### src/rtl/id_ex_stage.sv
// ID/EX pipeline register with load-use stall detection and EX-stage
// forwarding-select generation for the five-stage pipeline.
module id_ex_stage (
  input  logic        clk,
  input  logic        rst,
  input  logic        flush,
  input  logic [31:0] id_read1,
  input  logic [31:0] id_read2,
  input  logic [31:0] id_instru,
  input  logic [31:0] id_pc4,
  input  logic        id_RegWrite,
  input  logic        id_MemtoReg,
  input  logic        id_MemRead,
  input  logic        id_MemWrite,
  input  logic        id_ALUSrc,
  input  logic        id_RegDst,
  input  logic [3:0]  id_ALUcontrol,
  input  logic        ex_mem_RegWrite,
  input  logic [4:0]  ex_mem_rd,
  input  logic        mem_wb_RegWrite,
  input  logic [4:0]  mem_wb_rd,
  output logic        stall,
  output logic [31:0] ex_read1,
  output logic [31:0] ex_read2,
  output logic [31:0] ex_instru,
  output logic [31:0] ex_pc4,
  output logic        ex_RegWrite,
  output logic        ex_MemtoReg,
  output logic        ex_MemRead,
  output logic        ex_MemWrite,
  output logic        ex_ALUSrc,
  output logic [3:0]  ex_ALUcontrol,
  output logic [4:0]  ex_rd,
  output logic [4:0]  ex_rs,
  output logic [4:0]  ex_rt,
  output logic [1:0]  c_data1_src,
  output logic [1:0]  c_data2_src,
  output logic [1:0]  c_store_src
);

  typedef struct packed {
    logic [31:0] read1;
    logic [31:0] read2;
    logic [31:0] instru;
    logic [31:0] pc4;
    logic        reg_write;
    logic        memto_reg;
    logic        mem_read;
    logic        mem_write;
    logic        alu_src;
    logic [3:0]  alu_control;
    logic [4:0]  rd;
    logic [4:0]  rs;
    logic [4:0]  rt;
  } id_ex_t;

  id_ex_t     pipe_d;
  id_ex_t     pipe_q;
  logic       stall_s;
  logic [4:0] id_rs_s;
  logic [4:0] id_rt_s;

  // EX/MEM wins over MEM/WB; register 0 is hard-wired and never forwarded.
  function automatic logic [1:0] fwd_sel(
    input logic [4:0] src,
    input logic       exm_we,
    input logic [4:0] exm_rd,
    input logic       mwb_we,
    input logic [4:0] mwb_rd
  );
    if (exm_we && (exm_rd != 5'd0) && (exm_rd == src)) begin
      return 2'b10;
    end else if (mwb_we && (mwb_rd != 5'd0) && (mwb_rd == src)) begin
      return 2'b01;
    end else begin
      return 2'b00;
    end
  endfunction

  assign id_rs_s = id_instru[25:21];
  assign id_rt_s = id_instru[20:16];

  // Load-use hazard: the load in EX targets a source of the ID instruction.
  always_comb begin
    stall_s = 1'b0;
    if (pipe_q.mem_read && (pipe_q.rd != 5'd0) && !flush &&
        ((pipe_q.rd == id_rs_s) || (pipe_q.rd == id_rt_s))) begin
      stall_s = 1'b1;
    end else begin
      stall_s = 1'b0;
    end
  end

  // Next register contents: a fully zeroed bubble or the decoded ID values.
  always_comb begin
    pipe_d = '0;
    if (flush || stall_s) begin
      pipe_d = '0;
    end else begin
      pipe_d.read1       = id_read1;
      pipe_d.read2       = id_read2;
      pipe_d.instru      = id_instru;
      pipe_d.pc4         = id_pc4;
      pipe_d.reg_write   = id_RegWrite;
      pipe_d.memto_reg   = id_MemtoReg;
      pipe_d.mem_read    = id_MemRead;
      pipe_d.mem_write   = id_MemWrite;
      pipe_d.alu_src     = id_ALUSrc;
      pipe_d.alu_control = id_ALUcontrol;
      pipe_d.rd          = id_RegDst ? id_instru[15:11] : id_instru[20:16];
      pipe_d.rs          = id_rs_s;
      pipe_d.rt          = id_rt_s;
    end
  end

  // Pipeline register with synchronous reset.
  always_ff @(posedge clk) begin
    if (rst) begin
      pipe_q <= '0;
    end else begin
      pipe_q <= pipe_d;
    end
  end

  // Forwarding selects; the immediate operand path is never overridden.
  always_comb begin
    c_data1_src = fwd_sel(pipe_q.rs, ex_mem_RegWrite, ex_mem_rd, mem_wb_RegWrite, mem_wb_rd);
    c_store_src = fwd_sel(pipe_q.rt, ex_mem_RegWrite, ex_mem_rd, mem_wb_RegWrite, mem_wb_rd);
    if (pipe_q.alu_src) begin
      c_data2_src = 2'b00;
    end else begin
      c_data2_src = c_store_src;
    end
  end

  assign stall         = stall_s;
  assign ex_read1      = pipe_q.read1;
  assign ex_read2      = pipe_q.read2;
  assign ex_instru     = pipe_q.instru;
  assign ex_pc4        = pipe_q.pc4;
  assign ex_RegWrite   = pipe_q.reg_write;
  assign ex_MemtoReg   = pipe_q.memto_reg;
  assign ex_MemRead    = pipe_q.mem_read;
  assign ex_MemWrite   = pipe_q.mem_write;
  assign ex_ALUSrc     = pipe_q.alu_src;
  assign ex_ALUcontrol = pipe_q.alu_control;
  assign ex_rd         = pipe_q.rd;
  assign ex_rs         = pipe_q.rs;
  assign ex_rt         = pipe_q.rt;

endmodule

### config.mk
export PLATFORM = sky130hd
export DESIGN_NAME = id_ex_stage
export DESIGN_NICKNAME = d
export VERILOG_FILES = /design/src/rtl/id_ex_stage.sv
export SDC_FILE = /design/constraint.sdc
export NUM_CORES = 1
export LEC_CHECK = 0
export ABC_AREA = 0
export CAP_MARGIN = 20
export CORE_MARGIN = 2
export CORE_UTILIZATION = 37
export CTS_CLUSTER_DIAMETER = 80
export DETAILED_ROUTE_END_ITERATION = 12
export MAX_ROUTING_LAYER = met4
export PLACE_DENSITY = 0.8
export SLEW_MARGIN = 20
export SYNTH_ARGS = -nofsm -noshare
export SYNTH_HDL_FRONTEND = slang
export SYNTH_SLANG_ARGS = --single-unit
### constraint.sdc
create_clock -name clk -period 2 [get_ports clk]
set_input_delay 0.4 -clock clk [delete_from_list [all_inputs] [get_ports clk]]
set_output_delay 0.4 -clock clk [all_outputs]
set_load 0.01 [all_outputs]
==> Yosys cells after proc, flatten, opt, wreduce, memory -nomap -nowiden <==
Index checks and enable logic that the tools add are counted.
{ "word_totals": {"inputBits": 153, "reg_bits": 152} }
{ "classes": {"muxes": 7, "n_reduce_logical": 16, "eq_ne": 6} }
{ "op_table": {"columns": ["operator", "n"], "rows": [
  ["5-bit equality test", 6],
  ["5-bit nonzero test", 3],
  ["1-bit logical AND", 9],
  ["2-bit two-way mux", 3],
  ["5-bit two-way mux", 1],
  ["1-bit two-way mux", 3],
  ["1-bit logical OR", 2],
  ["2-bit OR reduction", 1],
  ["1-bit zero test", 1]
]} }

==> Depth between registers and ports, before layout <==
{ "logic_depth": {"depth_word": 7, "ltp_mapped": 7, "ltp_nobuf": 4} }

==> Least setup slack after synthesis <==
Ideal clock, no wire load.
{ "synth_timing": {"path_type": "input -> output", "startpoint": "input ex_mem_rd[1]", "endpoint": "output c_data1_src[0]", "path_stages": 4, "arrival_time_ns": 1.693, "required_ns": 1.600, "path_slack_ns": -0.093, "cell_sequence": "or4_1 -> o21ai_0 -> nor4_1 -> nor4_1"} }
{ "synth_via": {"elab_chain_len": 4, "elab_cells_between_ends": 5, "cone_classes": "eq/ne: 1; mux: 1; reduce/logical: 3"} }
{ "synth_lines": {"columns": ["item", "line", "source"], "rows": [
  ["start, declared", "19", "input logic [4:0] ex_mem_rd,"],
  ["5-bit nonzero test", "71", "if (exm_we && (exm_rd != 5'd0) && (exm_rd == src)) begin"],
  ["1-bit logical AND", "71", null],
  ["1-bit logical AND *", "71", null],
  ["2-bit two-way mux *", "71", null],
  ["end, declared", "36", "output logic [1:0] c_data1_src,"]
]} }
Mark *: on every way between the ends. The rest lies on a longest branch, timed or not.

==> key figures <==
Status
  – Status: finished, violations left
  – Failing checks: negative setup slack

Power
  – Clock power frac: 0.413
  – Power per cell area: 748.1 nW/µm²
  – Overall Power: 0.006959 W
  – Combinational power share: 0.157
  – Sequential share of power: 0.429
  – Max VDD drop: 498.0 µV
  – Cell Int Power: 0.005314 W
  – Switch Pwr: 0.001645 W
  – Net Sw Frac: 0.2364
  – Static leakage: 3.635 nW

Layout
  – Most frequent cells in the layout: clkdlybuf4s50_1 (290), nand2_1 (132), dfxtp_1 (132)
  – Post-route insts no fill: 1052
  – Commonest non-fill, non-tap cell in the layout: clkdlybuf4s50_1
  – Layout area overhead: 80.59%
  – Filler cells: 1062
  – Fin nets: 1012
  – Layout cell share with drive strength beyond 1: 0.2181

Global routing
  – Largest net degree at the start of global routing: 85
  – Most crowded layer after global routing: met2
  – GRT overflow: 0
  – Met1 Use GR: 0.2265
  – Initial antenna violation count: 1
  – Met2 usage: 0.3684
  – First-pass GRT wire length: 23980 µm
  – Met3 usage: 0.07444
  – Gr usage total: 0.2166
  – Number of global-route vias before repair: 4589

Worst setup path
  – Reg2reg end: ex_read1[17]
  – R2r setup slk: 50 ps
  – Critical path startpoint: ex_instru[20]
  – Startpoint class of the critical path: flop
  – Max incr delay on CP: 470 ps
  – CP Max Fanout: 2
  – CP Capture Type: primary output
  – Crit path to: c_data2_src[0]
  – CP required: 1600 ps
  – Crit-path slowest cell: or4_4
  – Worst reg2reg path startpoint: ex_rd[0]
  – Worst Reg2Reg Path Length in Cells: 7
  – Critical path class: reg2out
  – Ordered list of cells on the worst path: buf_6 -> xnor2_2 -> nand3_1 -> or4_4 -> nor3_2 -> buf_2
  – Arr. time, crit path: 1810 ps

Route
  – DRC: 0
  – Router iterations before antenna repair: 5
  – DR iter-0 viols: 222
  – Via Count: 4871
  – WL per Instance: 15.97 µm
  – Final ANT Viol Nets: 0
  – Via/cell ratio: 4.630
  – Post-Route WL: 16800 µm

Clock network
  – CTS Buffer Depth: 2
  – H-tree depth: 4
  – Clk_lat worst skew: 410 ps
  – Worst-path clk slew: 50 ps
  – CTS tree: yes
  – Root Buffer: clkbuf_16
  – TritonCTS Buffers: 17
  – Post-CTS Hold Buffers: 0
  – CTS sink count: 142

Logic synthesis
  – Post-Synth Adder-Cell Area: 0
  – Register area share after synthesis: 0.5519
  – Mapped Cells: 539
  – Synthesized area: 5151 µm²
  – Xor/xnor share of the synthesized area: 0.05101
  – Yosys cell types: 25
  – Ys Warns: 0
  – Largest family of logic cells by synthesized area: compound AO/OA/AOI/OAI gates
  – Synth Area in Compound Gates: 0.1992
  – Simple-Gate Fraction of Synth Area: 0.1202
  – Avg Cell Area, Syn: 9.557 µm²
  – Post-synthesis mux area share: 0.009716
  – Syn Nets: 692
  – #FFs+latches synth: 142

Floorplanning
  – Starting Density: 0.3755
  – # IOs: 312
  – Die width: 122.0 µm
  – Chip height: 122.0 µm
  – Core area: 13720 µm²
  – Die area: 14880 µm²
  – Row Count: 43

Worst hold path
  – Worst Hold Class: in2reg

STA
  – Final hold viol count: 0
  – Setup violators final: 6
  – Fin crit share: 1.106
  – Post-route setup slack: -211.7 ps
  – Fin. max-slew vios: 0
  – Clock skew: 7.317 ps
  – Post-layout min period: 2212 ps
  – Setup TNS Final: -979.2 ps
  – Worst Tran Pin Value: 664.4 ps
  – RSZ-0062 raised after global routing: yes
  – Max-slew headroom: 0.5570
  – Fmax: 452.1 MHz

Placed design
  – Dpl cells: 1016
  – Port bufs: 311
  – Placer's final routability congestion estimate: 0.7423
  – DP Wirelength: 11340 µm

Job
  – Max cap viols: 0
## per-stage QoR
stage,hold WS [ps],area [µm²],worst slack [ps],util
final,298.7,9303,-211.7,0.6781
after CTS,491.9,9236,-305.1,0.6732
after global placement,927.7,8589,-1007,0.6261
after floorplan,513.5,5157,42.28,-
after global routing,303.5,9303,-298.7,0.6781
after detailed placement,931.5,8589,-1076,0.6261
## routing by layer
metal  vias to the layer above  routed length [µm]
met5                         -                   0
met4                         0                 384
met3                        30                1331
met2                       201                8722
met1                      2235                6358
li1                       2405                   -
## logic make-up after synthesis
logic type | after synthesis
flops | 142
simple gates | 153
xor+xnor | 30
buf+inv | 64
mux | 5
compound gates | 145
## critical path, delay by kind of cell, from the launching register on
| kind | cells | cell delay, ps |
|---|---|---|
| AND/OR/NAND/NOR | 3 | 700 |
| flip-flops | 1 | 330 |
| buffers and inverters | 2 | 270 |
| XOR/XNOR | 1 | 110 |
## flip-flops by register name, summed over array words and instances (netlist names)
register / cells
ex_instru: 32
ex_rd: 5
ex_MemWrite: 1
ex_MemRead: 1
ex_RegWrite: 1
ex_ALUSrc: 1
ex_MemtoReg: 1
ex_pc4: 32
ex_read1: 32
ex_read2: 32
ex_ALUcontrol: 4
## power groups by stage
stage	Clock, W	Combinational (W)	Sequential [W]
after global routing	0.00306	0.00117	0.00300
after CTS	0.00295	0.00108	0.00299
after detailed placement	0	0.00105	0.00305
after floorplan	0	0.000315	0.00311
final	0.00288	0.00109	0.00299
after global placement	0	0.00104	0.00304
## cell type report
class                   instances  area [µm²]  share of cell area
diodes                          1       2.502           0.0002690
clock buffers                  20       446.7             0.04802
clock inverters                11       95.09             0.01022
inverters                       7       26.28            0.002824
multi-input cells             333        2111              0.2269
flip-flops and latches        142        2855              0.3069
well taps                     180       225.2             0.02421
repair buffers                358        3541              0.3806
## cells in the mapped netlist
library cell,n,share of area
dfxtp_1,142,0.55
nand2_1,132,0.096
a21oi_2,70,0.12
a21oi_1,60,0.058
clkbuf_1,28,0.020
xnor2_1,19,0.032
a211oi_1,12,0.017
xor2_1,11,0.019
buf_2,10,0.0097
buf_4,10,0.015
buf_6,8,0.017
inv_1,7,0.0051
mux2i_1,5,0.0097
nand3_1,5,0.0049
or4_1,5,0.0073
nor2_1,3,0.0022
nor4_1,3,0.0036
o21ai_0,2,0.0019
and2_1,1,0.0012
buf_1,1,0.00073
nor2b_1,1,0.0012
nor3_1,1,0.00097
nor3b_1,1,0.0015
o22ai_2,1,0.0024
or2_2,1,0.0012
## worst min path at each step
stage | from | endpoint | slack [ps] | cells after the start
detailed placement | id_read1[21] | ex_read1[21] | 930 | 3
global placement | id_read1[23] | ex_read1[23] | 930 | 3
floorplan | id_instru[18] | ex_instru[18] | 510 | 2
global route | id_instru[17] | ex_instru[17] | 300 | 3
finish | id_instru[17] | ex_instru[17] | 300 | 3
CTS | id_read1[21] | ex_read1[21] | 490 | 3
## repair_timing
action	in CTS	in global routing
pin swaps	11	13
endpoints found under the setup margin	7	19
resized for setup	83	19
buffers inserted	2	2
(Power assumes the default switching activity.)
